### src/rtl/ctrl_pkg.sv
// Shared constants for the 5-step multicycle control sequencer:
// opcodes, ALU encodings, FSM state encoding and control-word bit layout.
package ctrl_pkg;

    // Instruction opcodes (IR top nibble); 8..15 are fetch-only NOPs
    localparam logic [3:0] OP_ADD  = 4'd0;
    localparam logic [3:0] OP_SUB  = 4'd1;
    localparam logic [3:0] OP_AND  = 4'd2;
    localparam logic [3:0] OP_OR   = 4'd3;
    localparam logic [3:0] OP_LD   = 4'd4;
    localparam logic [3:0] OP_ST   = 4'd5;
    localparam logic [3:0] OP_ADDI = 4'd6;
    localparam logic [3:0] OP_BR   = 4'd7;

    // ALU operation encodings
    localparam logic [2:0] ALU_ADD = 3'b000;
    localparam logic [2:0] ALU_SUB = 3'b001;
    localparam logic [2:0] ALU_AND = 3'b010;
    localparam logic [2:0] ALU_OR  = 3'b011;

    // Sequencer FSM states
    localparam logic [1:0] ST_SYNC  = 2'd0;
    localparam logic [1:0] ST_RUN   = 2'd1;
    localparam logic [1:0] ST_ERROR = 2'd2;

    // Control-word layout, MSB first
    localparam int CW_W       = 13;
    localparam int CW_PC_EN   = 12;
    localparam int CW_IR_EN   = 11;
    localparam int CW_RF_WR   = 10;
    localparam int CW_MEM_RD  = 9;
    localparam int CW_MEM_WR  = 8;
    localparam int CW_MUX_MA  = 7;
    localparam int CW_MUX_INC = 6;
    localparam int CW_MUX_B   = 5;
    localparam int CW_MUX_C   = 4;
    localparam int CW_MUX_Y   = 3;
    localparam int CW_ALU_LSB = 0;

endpackage

### src/rtl/step_decode.sv
// Combinational decoder: (step, opcode) -> control word for that step.
module step_decode
    import ctrl_pkg::*;
(
    input  logic [2:0]      step_i,
    input  logic [3:0]      opcode_i,
    output logic [CW_W-1:0] word_o
);

    // Build the control word for the requested step
    always_comb begin
        // NOTE: default every output first so no path leaves it unassigned (no latch).
        word_o = '0;
        case (step_i)
            3'd1: begin
                word_o[CW_MEM_RD] = 1'b1;
                word_o[CW_IR_EN]  = 1'b1;
                word_o[CW_PC_EN]  = 1'b1;
                word_o[CW_MUX_MA] = 1'b1;
            end
            3'd3: begin
                case (opcode_i)
                    OP_SUB:  word_o[CW_ALU_LSB +: 3] = ALU_SUB;
                    OP_AND:  word_o[CW_ALU_LSB +: 3] = ALU_AND;
                    OP_OR:   word_o[CW_ALU_LSB +: 3] = ALU_OR;
                    default: word_o[CW_ALU_LSB +: 3] = ALU_ADD;
                endcase
                if (opcode_i == OP_LD || opcode_i == OP_ST || opcode_i == OP_ADDI) begin
                    word_o[CW_MUX_B] = 1'b1;
                end
                if (opcode_i == OP_BR) begin
                    word_o[CW_PC_EN]   = 1'b1;
                    word_o[CW_MUX_INC] = 1'b1;
                end
            end
            3'd4: begin
                if (opcode_i == OP_LD) begin
                    word_o[CW_MEM_RD] = 1'b1;
                end
                if (opcode_i == OP_ST) begin
                    word_o[CW_MEM_WR] = 1'b1;
                end
            end
            3'd5: begin
                if (opcode_i == OP_ADD || opcode_i == OP_SUB ||
                    opcode_i == OP_AND || opcode_i == OP_OR) begin
                    word_o[CW_RF_WR] = 1'b1;
                end
                if (opcode_i == OP_ADDI || opcode_i == OP_LD) begin
                    word_o[CW_RF_WR] = 1'b1;
                    word_o[CW_MUX_C] = 1'b1;
                end
                if (opcode_i == OP_LD) begin
                    word_o[CW_MUX_Y] = 1'b1;
                end
            end
            default: ;
        endcase
    end

endmodule

### src/rtl/step_control_sequencer.sv
// Step control sequencer: registers the control word one step ahead so it
// is valid for the whole step, checks the step sequence, counts retirements.
module step_control_sequencer
    import ctrl_pkg::*;
#(
    parameter int IR_W   = 24,
    parameter int ICNT_W = 16
)
(
    input  logic              Clock,
    input  logic              Reset,
    input  logic [2:0]        ClockCount,
    input  logic [IR_W-1:0]   IR,
    output logic              PC_enable,
    output logic              IR_enable,
    output logic              RF_write,
    output logic              MemRead,
    output logic              MemWrite,
    output logic              MuxMA_sel,
    output logic              MuxINC_sel,
    output logic              MuxB_sel,
    output logic              MuxC_sel,
    output logic              MuxY_sel,
    output logic [2:0]        ALU_op,
    output logic [2:0]        Step,
    output logic              SeqError,
    output logic [ICNT_W-1:0] InstrCount
);

    logic [1:0]        state_q, state_d;
    logic [2:0]        step_q, step_d;
    logic [3:0]        op_q, op_d;
    logic [CW_W-1:0]   word_q, word_d;
    logic              seq_err_q, seq_err_d;
    logic [ICNT_W-1:0] icnt_q, icnt_d;

    logic [2:0]        nxt_step;
    logic [3:0]        ir_op;
    logic [3:0]        dec_op;
    logic [CW_W-1:0]   dec_word;
    logic              ir_low_unused;

    assign ir_op         = IR[IR_W-1 -: 4];
    assign ir_low_unused = ^IR[IR_W-5:0];
    assign nxt_step      = (ClockCount == 3'd5) ? 3'd1 : ClockCount + 3'd1;
    // The step-3 word needs the freshly loaded IR; later steps use the latched copy
    assign dec_op        = (nxt_step == 3'd3) ? ir_op : op_q;

    step_decode u_step_decode (
        .step_i   (nxt_step),
        .opcode_i (dec_op),
        .word_o   (dec_word)
    );

    // Next-state logic: sync to step 5, advance with sequence check, or hold in error
    always_comb begin
        state_d   = state_q;
        step_d    = step_q;
        op_d      = op_q;
        word_d    = word_q;
        seq_err_d = seq_err_q;
        icnt_d    = icnt_q;
        case (state_q)
            ST_SYNC: begin
                if (ClockCount == 3'd5) begin
                    state_d = ST_RUN;
                    step_d  = 3'd1;
                    word_d  = dec_word;
                end
            end
            ST_RUN: begin
                if (ClockCount != step_q) begin
                    state_d   = ST_ERROR;
                    seq_err_d = 1'b1;
                    step_d    = 3'd0;
                    word_d    = '0;
                end else begin
                    step_d = nxt_step;
                    word_d = dec_word;
                    if (ClockCount == 3'd2) begin
                        op_d = ir_op;
                    end
                    if (ClockCount == 3'd5) begin
                        icnt_d = icnt_q + {{(ICNT_W-1){1'b0}}, 1'b1};
                    end
                end
            end
            ST_ERROR: begin
                step_d = 3'd0;
                word_d = '0;
            end
            default: begin
                state_d = ST_SYNC;
                step_d  = 3'd0;
                word_d  = '0;
            end
        endcase
    end

    // State and output registers with synchronous reset taking priority
    always_ff @(posedge Clock) begin
        // NOTE: registered state uses non-blocking (<=) so every flop samples pre-edge values.
        if (Reset) begin
            state_q   <= ST_SYNC;
            step_q    <= 3'd0;
            op_q      <= 4'd0;
            word_q    <= '0;
            seq_err_q <= 1'b0;
            icnt_q    <= '0;
        end else begin
            state_q   <= state_d;
            step_q    <= step_d;
            op_q      <= op_d;
            word_q    <= word_d;
            seq_err_q <= seq_err_d;
            icnt_q    <= icnt_d;
        end
    end

    assign PC_enable  = word_q[CW_PC_EN];
    assign IR_enable  = word_q[CW_IR_EN];
    assign RF_write   = word_q[CW_RF_WR];
    assign MemRead    = word_q[CW_MEM_RD];
    assign MemWrite   = word_q[CW_MEM_WR];
    assign MuxMA_sel  = word_q[CW_MUX_MA];
    assign MuxINC_sel = word_q[CW_MUX_INC];
    assign MuxB_sel   = word_q[CW_MUX_B];
    assign MuxC_sel   = word_q[CW_MUX_C];
    assign MuxY_sel   = word_q[CW_MUX_Y];
    assign ALU_op     = word_q[CW_ALU_LSB +: 3];
    assign Step       = step_q;
    assign SeqError   = seq_err_q;
    assign InstrCount = icnt_q;

endmodule

### config.mk
export PLATFORM = sky130hd
export DESIGN_NAME = step_control_sequencer
export DESIGN_NICKNAME = d
export VERILOG_FILES = /design/src/rtl/ctrl_pkg.sv /design/src/rtl/step_decode.sv /design/src/rtl/step_control_sequencer.sv
export SDC_FILE = /design/constraint.sdc
export NUM_CORES = 1
export LEC_CHECK = 0
export CAP_MARGIN = 20
export CORE_MARGIN = 3
export CORE_UTILIZATION = 49
export CTS_BUF_LIST = sky130_fd_sc_hd__clkbuf_8 sky130_fd_sc_hd__clkbuf_16
export CTS_CLUSTER_SIZE = 30
export DETAILED_ROUTE_END_ITERATION = 16
export HOLD_SLACK_MARGIN = 0.02
export PLACE_DENSITY = 0.93
export SETUP_SLACK_MARGIN = 0.5
export SLEW_MARGIN = 10
export SYNTH_ARGS = -nofsm -noshare
export SYNTH_HDL_FRONTEND = slang
export SYNTH_SLANG_ARGS = --single-unit
### constraint.sdc
create_clock -name Clock -period 4.2 [get_ports Clock]
set_clock_uncertainty 0.1 [all_clocks]
set_input_delay 0.84 -clock Clock [delete_from_list [all_inputs] [get_ports Clock]]
set_output_delay 0.84 -clock Clock [all_outputs]
set_load 0.02 [all_outputs]
After elaboration in Yosys (flattened, before gate mapping)

Cells that the tools add are included.

$add $sub $neg: 2
Equality and inequality tests: 18
Multiplexer cells: 27
Bitwise logic cells: 2
Reductions and logical operators: 12

Operator list:

| kind                                                                  | count |
|---|---|
| 13-bit 2-to-1 mux                                                     | 2 |
| 13-bit case mux with 2 select lines                                   | 1 |
| 16-bit by 1-bit adder with 16-bit output, second input constant       | 1 |
| 4-bit by 3-bit equality test with 1-bit output, second input constant | 4 |
| 2-bit case mux with 3 select lines                                    | 2 |
| 1-bit 2-to-1 mux                                                      | 10 |
| 2-bit 2-to-1 mux                                                      | 5 |
| 3-bit equality test, second input constant                            | 3 |
| 3-bit 2-to-1 mux                                                      | 3 |
| 3-bit AND reduction                                                   | 3 |
| 4-bit by 2-bit equality test with 1-bit output, second input constant | 2 |
| 3-bit by 2-bit equality test with 1-bit output, second input constant | 2 |
| 1-bit logical OR                                                      | 6 |
| 3-bit case mux with 2 select lines                                    | 1 |
| 4-bit by 1-bit equality test with 1-bit output, second input constant | 1 |
| 4-bit logical NOT                                                     | 1 |
| 4-bit 2-to-1 mux                                                      | 1 |
| 2-bit != test, second input constant                                  | 2 |
| 1-bit case mux with 2 select lines                                    | 2 |
| 3-bit by 1-bit adder with 3-bit output, second input constant         | 1 |
| 3-bit by 1-bit equality test with 1-bit output, second input constant | 1 |
| 3-bit != test                                                         | 1 |
| 2-bit by 1-bit equality test with 1-bit output, second input constant | 1 |
| 2-bit equality test, second input constant                            | 1 |
| 3 further kinds                                                       | 4 |

Register bits: 39
Input port bits: 29
Logic and storage cells: 67

Longest topological paths before layout

Gate-level depths: netlist of run 1.

Word-level depth: 13
Depth in mapped cells: 8
Gate-level depth less buffers: 4

Cells and area by module

From an unflattened synthesis of run 1, not the netlist that was laid out.

Cell total of the unflattened synthesis: 213
Area total of the unflattened synthesis: 1929.4 um^2

Modules (own cells, without submodules):

| module                 | instances | cells an instance | area an instance (um^2) | seq. area each (um^2) |
|---|---|---|---|---|
| step_control_sequencer | 1         | 191               | 1780.5                  | 780.7 |
| step_decode            | 1         | 22                | 148.9                   | 0.0 |

Worst setup path after synthesis of run 1

Ideal clock, no wire load.

Path type: input port to flip-flop
Start point: input port ClockCount[2]
End point: register icnt_q[10] (netlist: InstrCount[10])
Library setup time: 0.071 ns
Arrival: 2.483 ns
Setup slack: 1.547 ns
Stages: 7
Path buffers: 3
Cells stage by stage: buf_6 xor2_2 or4_4 buf_6 buf_6 or4_1 a21oi_1

Cells in the longest elaborated chain, start to end: 3
Elaborated cells between the ends (all ways): 4
Those cells by class: eq/ne (2); bitwise (1); reduce/logical (1)

Ends and longest elaborated chain:

| item                                   | RTL line                      | source |
|---|---|---|
| start, declared                        | step_control_sequencer.sv:12  | `input logic [2:0] ClockCount,` |
| 3-bit != test                          | step_control_sequencer.sv:72  | `if (ClockCount != step_q) begin` |
| 1-bit inverter (no source line)        | n/a                           |  |
| 3-bit AND reduction (no source line) * | n/a                           |  |
| end signal, assigned                   | step_control_sequencer.sv:116 | `icnt_q <= icnt_d;` |
| end, declared                          | step_control_sequencer.sv:35  | `logic [ICNT_W-1:0] icnt_q, icnt_d;` |

Every way passes the cells marked *; elsewhere a longest branch is shown, timed or not.
A chain may end at the register's enable or synchronous reset.

Final worst setup path of run 1

Start point: input port ClockCount[2]
End point: register word_q[12]

Cells in the longest elaborated chain, start to end: 9
Elaborated cells between the ends (all ways): 14
Those cells by class: add/sub (1); eq/ne (6); mux (7)

Ends and longest elaborated chain:

| item                                                                                 | RTL line                                                   | source |
|---|---|---|
| 3-bit by 1-bit adder with 3-bit output / 3-bit equality test (equally long branches) | step_control_sequencer.sv:45, step_control_sequencer.sv:65 |  |
| 3-bit 2-to-1 mux                                                                     | step_control_sequencer.sv:45                               | `assign nxt_step = (ClockCount == 3'd5) ? 3'd1 : ClockCount + 3'd1;` |
| 3-bit by 2-bit equality test with 1-bit output                                       | step_decode.sv:14, step_control_sequencer.sv:47            |  |
| 4-bit 2-to-1 mux                                                                     | step_control_sequencer.sv:47                               | `assign dec_op = (nxt_step == 3'd3) ? ir_op : op_q;` |
| 4-bit by 3-bit equality test with 1-bit output                                       | step_decode.sv:31                                          | `if (opcode_i == OP_BR) begin` |
| 1-bit 2-to-1 mux                                                                     | step_decode.sv:31                                          |  |
| 1-bit case mux with 2 select lines                                                   | step_decode.sv:14                                          | `case (step_i)` |
| 13-bit 2-to-1 mux (on tied branches)                                                 | step_control_sequencer.sv:72, step_control_sequencer.sv:65 |  |
| 13-bit case mux with 2 select lines                                                  | step_control_sequencer.sv:63                               | `case (state_q)` |
| end signal, assigned                                                                 | step_control_sequencer.sv:114                              | `word_q <= word_d;` |
| end, declared                                                                        | step_control_sequencer.sv:33                               | `logic [CW_W-1:0] word_q, word_d;` |

Several ways; a longest one is shown, not always the timed one. The select of a mux whose other input is x is not followed.

==> flow_summary.json, run 1 <==
{
  "wire_per_inst_um": 13.99,
  "cts_setup_buffers": 0,
  "finalSetupTns_ps": 0,
  "whs_ps": 359.9,
  "muxShareOfSynthArea": 0.02953,
  "postCtsHoldBufs": 0,
  "critical_path.max_stage_delay_ps": 710,
  "synth-adder-area-share": 0.006711,
  "insertion_delay_ps": 290,
  "synthSimpleGateAreaFrac": 0.2946,
  "cap_viol_max_count": 0,
  "grt_setup_unrepaired": "no",
  "worst_slack_ps": 1157,
  "ys_types": 43,
  "cts-resized-gates": 0,
  "yosys_register_bits": 37,
  "path_clk_slew_ps": 80,
  "internal_power_uw": 492.5,
  "grt_pass1_wl_um": 7182,
  "instances_no_fill": 301,
  "period_needed_ps": 3043,
  "p_comb_frac": 0.088,
  "vias": 1773,
  "wirelength_um": 4211,
  "nFillCells": 293,
  "hold_viol": 0,
  "coreArea_um2": 3495,
  "cts_root_buf": "clkbuf_8",
  "slowest_stage": "or4_4",
  "yosys_warnings": 0,
  "initial_core_util": 0.5335,
  "cts_tree": "done",
  "dieWidth_um": 67.68,
  "seq_area_frac_synth": 0.3973,
  "cp-start-kind": "input port",
  "p_sw_frac": 0.2553,
  "synthCells": 224,
  "viasPerCell": 5.890,
  "syn_area_um2": 1864,
  "antenna_found_initial": 0,
  "preCtsSetupSlack_ps": 836.6,
  "dpl-instance-area_um2": 2242,
  "endpoint_kind": "flip-flop",
  "drive_gt1_frac": 0.08235,
  "synth_top_family_by_area": "simple AND/OR/NAND/NOR gates",
  "die_h_um": 67.68,
  "synth_compound_area_frac": 0.1866,
  "p_seq_frac": 0.541,
  "avgSynthCellArea_um2": 8.323,
  "clkPwrFrac": 0.371,
  "p_leak_uw": 0.0007296,
  "p_sw_uw": 168.8,
  "outcome": "finished clean",
  "syn_to_final_growth_pct": 24.90,
  "worstMarginPinSlew_ps": 954.5,
  "dp_hpwl_um": 2837,
  "stdcell_area_um2": 2328,
  "hold_path_class": "flip-flop to flip-flop",
  "crit_chain": "clkdlybuf4s50_1 -> xor2_2 -> or4_4 -> or4_1 -> a31oi_1",
  "grt_pass1_vias": 1616,
  "cts_inserted_buffers": 5,
  "syn_nets": 254,
  "grt_max_degree": 35,
  "setup_viol": 0,
  "critical_path_class": "input port to flip-flop",
  "antenna_cells": 0,
  "drc": 0,
  "first_iter_violations": 122,
  "die_area_um2": 4581,
  "cp_max_fo": 34,
  "track_usage": 0.2029,
  "numPortBuffers": 40,
  "irDropWorstVdd_mv": 0.2262,
  "synth_enable_flop_cells": 0,
  "pin_count": 62,
  "cp.required_ps": 4320,
  "place_inst": 293,
  "slew_headroom": 0.3617,
  "cts-htree-levels": 2,
  "power_density_nw_per_um2": 284.0,
  "drv_slew": 0,
  "layout.nets": 284,
  "row_count": 21,
  "ant_nets": 0,
  "clockBufferDepth": 2,
  "max_freq_mhz": 328.6,
  "arrival_ps": 3170,
  "post-route-period-util": 0.7246,
  "synth_xor_xnor_area_share": 0.01812,
  "async_flop_share": 0,
  "globalRouteOverflowTotal": 0,
  "ys.flop_type": "dfxtp_1",
  "dr.pass1.iters": 4,
  "gp_congestion": 0.8923,
  "clock_sinks": 37
}
[cell type report]
| type | count | area, µm² | area share |
|---|---|---|---|
| Clock buffer | 5 | 68.82 | 0.02955 |
| Clock inverter | 3 | 17.52 | 0.007523 |
| Inverter | 3 | 11.26 | 0.004836 |
| Multi-Input combinational cell | 163 | 1002 | 0.4304 |
| Sequential cell | 37 | 740.7 | 0.3181 |
| Tap cell | 46 | 57.56 | 0.02472 |
| Timing Repair Buffer | 44 | 430.4 | 0.1848 |
[registers in the layout, summed over array words and instances (netlist names)]
signal,count
InstrCount,16
SeqError,1
Step,3
op_q,4
state_q,2
word_q,11
[final timing paths]
kind,slack (ps),from,to,cells past startpoint
max,1160,ClockCount[2],word_q[12]$_SDFFE_PP0P_,5
min,360,word_q[0]$_SDFFE_PP0P_,word_q[0]$_SDFFE_PP0P_,2
max reg2reg,1880,state_q[0]$_SDFFE_PP0P_,word_q[12]$_SDFFE_PP0P_,4
min reg2reg,360,word_q[0]$_SDFFE_PP0P_,word_q[0]$_SDFFE_PP0P_,2
[kinds of logic (layout without fill, tap and decap cells)]
logic type      Yosys count  count (layout)
compound gates           59              59
xor+xnor                  3               3
fa+ha+maj                 1               1
buf+inv                  24              55
flops                    37              37
mux                       5               5
other cells               1               1
simple gates             94              94
[cell usage after synthesis (2+ instances only)]
master    number  area share
a211oi_1       2      0.0081
nor2b_1        3       0.010
or4_1         12       0.048
and4_1         4       0.019
clkbuf_1      14       0.028
nor3_1         6       0.016
nand4_1        8       0.027
a31oi_1        2      0.0067
a21oi_1       29       0.078
a32oi_1        3       0.014
nor2_1        11       0.022
nand3b_1       2      0.0081
nand2_1       19       0.038
xor2_1         2      0.0094
nand3_1       11       0.030
or3_1          2      0.0067
buf_6          3       0.018
mux2_2         4       0.024
inv_1          3      0.0060
nor3b_1        4       0.016
o21ai_0       10       0.027
buf_4          2      0.0081
o31ai_1       11       0.044
nand2b_1       2      0.0067
dfxtp_1       37        0.40
[metal layers]
metal  GRT usage  vias up  part of all wire
met5           0        -                 0
met4     0.06329        0            0.0085
met3     0.05990        7             0.070
met2      0.3293       57              0.49
met1      0.2574      816              0.44
li1            -      893                 -
[critical path: cells and delay by family]
kind                   cells  cell delay, ps
AND/OR/NAND/NOR            2            1330
buffers and inverters      1             590
XOR/XNOR                   1             240
AO/OA/AOI/OAI              1             180
[placed cells by master (no fill, tap or decap), types with 2 or more instances in the layout]
cell type	synthesis	final
nor2b_1	3	3
nor3b_1	4	4
and4_1	4	4
mux2_2	4	4
a31oi_1	2	2
clkbuf_8	0	5
dfxtp_1	37	37
a211oi_1	2	2
nand3_1	11	11
nand2b_1	2	2
nand3b_1	2	2
o21ai_0	10	10
or4_1	12	12
nand2_1	19	19
nor2_1	11	11
xor2_1	2	2
inv_1	3	3
nor3_1	6	6
a21oi_1	29	29
or3_1	2	2
clkdlybuf4s50_1	0	40
o31ai_1	11	11
nand4_1	8	8
a32oi_1	3	3
buf_4	2	4
clkinv_2	0	2
[power groups by stage]
stage / Combinational (µW) / Sequential [µW] / Clock (µW)
after global routing: 63.7 / 358 / 268
final: 58.4 / 358 / 245
after global placement: 56.5 / 366 / 0
after detailed placement: 57.9 / 366 / 0
after floorplan: 34.1 / 368 / 0
after CTS: 58.3 / 358 / 252
[metrics by stage]
stage / power [µW] / utilization
after global routing: 690.1 / 0.6663
after floorplan: 402.0 / -
after global placement: 422.4 / 0.6416
final: 661.3 / 0.6663
after detailed placement: 423.9 / 0.6416
after CTS: 667.7 / 0.6663
No activity file was read; power rests on OpenSTA's default activity.
==> run 2: changes to the inputs <==
CORE_UTILIZATION = 41   (was 49)
PLACE_DENSITY = 0.84   (was 0.93)
clock period = 2.7 ns   (was 4.2 ns; I/O delays follow)
==> run 2 against run 1 <==
Critical path type is now flip-flop to flip-flop. Hold slack got worse by 12 ps. Largest cell class unchanged. Final area grew 6.2%. Largest power group unchanged. Count of clock-buffer cells in the layout stayed put. Global-route usage down 0.37 points.
==> flow_summary.json, run 2 (synthesized netlist as in run 1, its figures left out) <==
{
  "outcome": "finished clean",
  "dpl-instance-area_um2": 2327,
  "nFillCells": 383,
  "antenna_found_initial": 0,
  "cp_max_fo": 9,
  "utilization": 0.5884,
  "die_h_um": 73.43,
  "multi_input_area_um2": 1074,
  "syn_to_final_growth_pct": 32.62,
  "stdcell_area_um2": 2472,
  "cp-start-kind": "flip-flop",
  "cap_viol_max_count": 0,
  "layout.nets": 297,
  "cts_inserted_buffers": 5,
  "cts_tree": "done",
  "grt_pass1_wl_um": 8411,
  "hold_path_class": "flip-flop to flip-flop",
  "cts-htree-levels": 2,
  "clock_sinks": 37,
  "wl_met1_um": 2142,
  "power_density_nw_per_um2": 421.0,
  "grt_setup_unrepaired": "no",
  "insertion_delay_ps": 300,
  "numPortBuffers": 40,
  "critical_path_class": "flip-flop to flip-flop",
  "dr_wl_met2_um": 2411,
  "period_needed_ps": 2099,
  "clockBufferDepth": 2,
  "row_count": 23,
  "first_iter_violations": 210,
  "hold_viol": 0,
  "p_leak_uw": 0.0007988,
  "gp_congestion": 0.7839,
  "drc": 0,
  "pin_count": 62,
  "met3_length_um": 420,
  "cts_root_buf": "clkbuf_8",
  "setup_viol": 0,
  "grt_max_degree": 24,
  "arrival_ps": 2230,
  "antenna_cells": 0,
  "globalRouteOverflowTotal": 0,
  "coreArea_um2": 4202,
  "drive_gt1_frac": 0.1455,
  "vias": 1920,
  "viasPerCell": 6.038,
  "layout_common_cells": "37 x dfxtp_1, 37 x clkdlybuf4s50_1, 29 x a21oi_1",
  "drv_slew": 0,
  "initial_core_util": 0.4437,
  "dr.pass1.iters": 4,
  "die_area_um2": 5392,
  "track_usage": 0.1993,
  "max_freq_mhz": 476.4,
  "wire_per_inst_um": 16.06,
  "endpoint_kind": "flip-flop",
  "power_uw": 1041,
  "post-route-period-util": 0.7774,
  "irDropWorstVdd_mv": 0.2752,
  "cp.required_ps": 2830,
  "dp_hpwl_um": 3117,
  "dieWidth_um": 73.43,
  "path_clk_slew_ps": 70,
  "dr.max_layer_used": "met4",
  "ant_nets": 0,
  "largest_reg_flops": 16,
  "grt_pass1_vias": 1771,
  "wirelength_um": 5108,
  "register_area_um2": 740.7
}
==> run 2: power breakdown <==
group	internal [µW]	switching, µW
logic	44.8	63.0
clock network	175	201
registers	551	5.82
total	771	270
==> run 2: critical path, stage by stage (launching register included) <==
cell and delay (ps):
dfxtp_1 550, nand2b_4 140, or4_4 620, or4_1 500, a21oi_1 130
==> run 2: layout make-up <==
type                       count  area share
clock inverter                 3    0.005567
timing repair buffer          54      0.2029
multi-input combinational    166      0.4342
inverter                       3    0.004555
clock buffer                   5     0.02783
sequential                    37      0.2996
tap                           50     0.02530
==> run 2: stage by stage <==
step / hold slack [ps] / setup TNS [ps] / setup WS, ps / std cells
6_report: 348.1 / 0 / 600.9 / 318
5_1_grt: 373.8 / 0 / 510.3 / 318
4_1_cts: 353.7 / 0 / 621.2 / 318
3_5_place_dp: 341.7 / -24.92 / -11.50 / 306
3_3_place_gp: 338.5 / 0 / 12.89 / 306
2_1_floorplan: 365.9 / 0 / 380.4 / 224
==> run 2: final timing paths <==
| check | slack (ps) | endpoint | cells after the start | start |
|---|---|---|---|---|
| max | 600 | InstrCount[9]$_SDFFE_PP0P_ | 4 | state_q[0]$_SDFFE_PP0P_ |
| min | 350 | SeqError$_SDFFE_PP0P_ | 2 | SeqError$_SDFFE_PP0P_ |
| max reg2reg | 600 | InstrCount[9]$_SDFFE_PP0P_ | 4 | state_q[0]$_SDFFE_PP0P_ |
| min reg2reg | 350 | SeqError$_SDFFE_PP0P_ | 2 | SeqError$_SDFFE_PP0P_ |
==> run 2: routing by layer <==
metal,global-route usage,vias to the layer above
met5,0,-
met4,0.08451,0
met3,0.03010,14
met2,0.3297,82
met1,0.2571,901
li1,-,923
==> run 2: timing repair <==
action | 4_1_cts | 5_1_grt
hold buffers | 0 | 0
resized for setup | 9 | 1
endpoints found under the hold margin | 0 | 0
endpoints found under the setup margin | 18 | 1
buffers inserted | 1 | 0
pin swaps | 2 | 0
cloned | 3 | 0
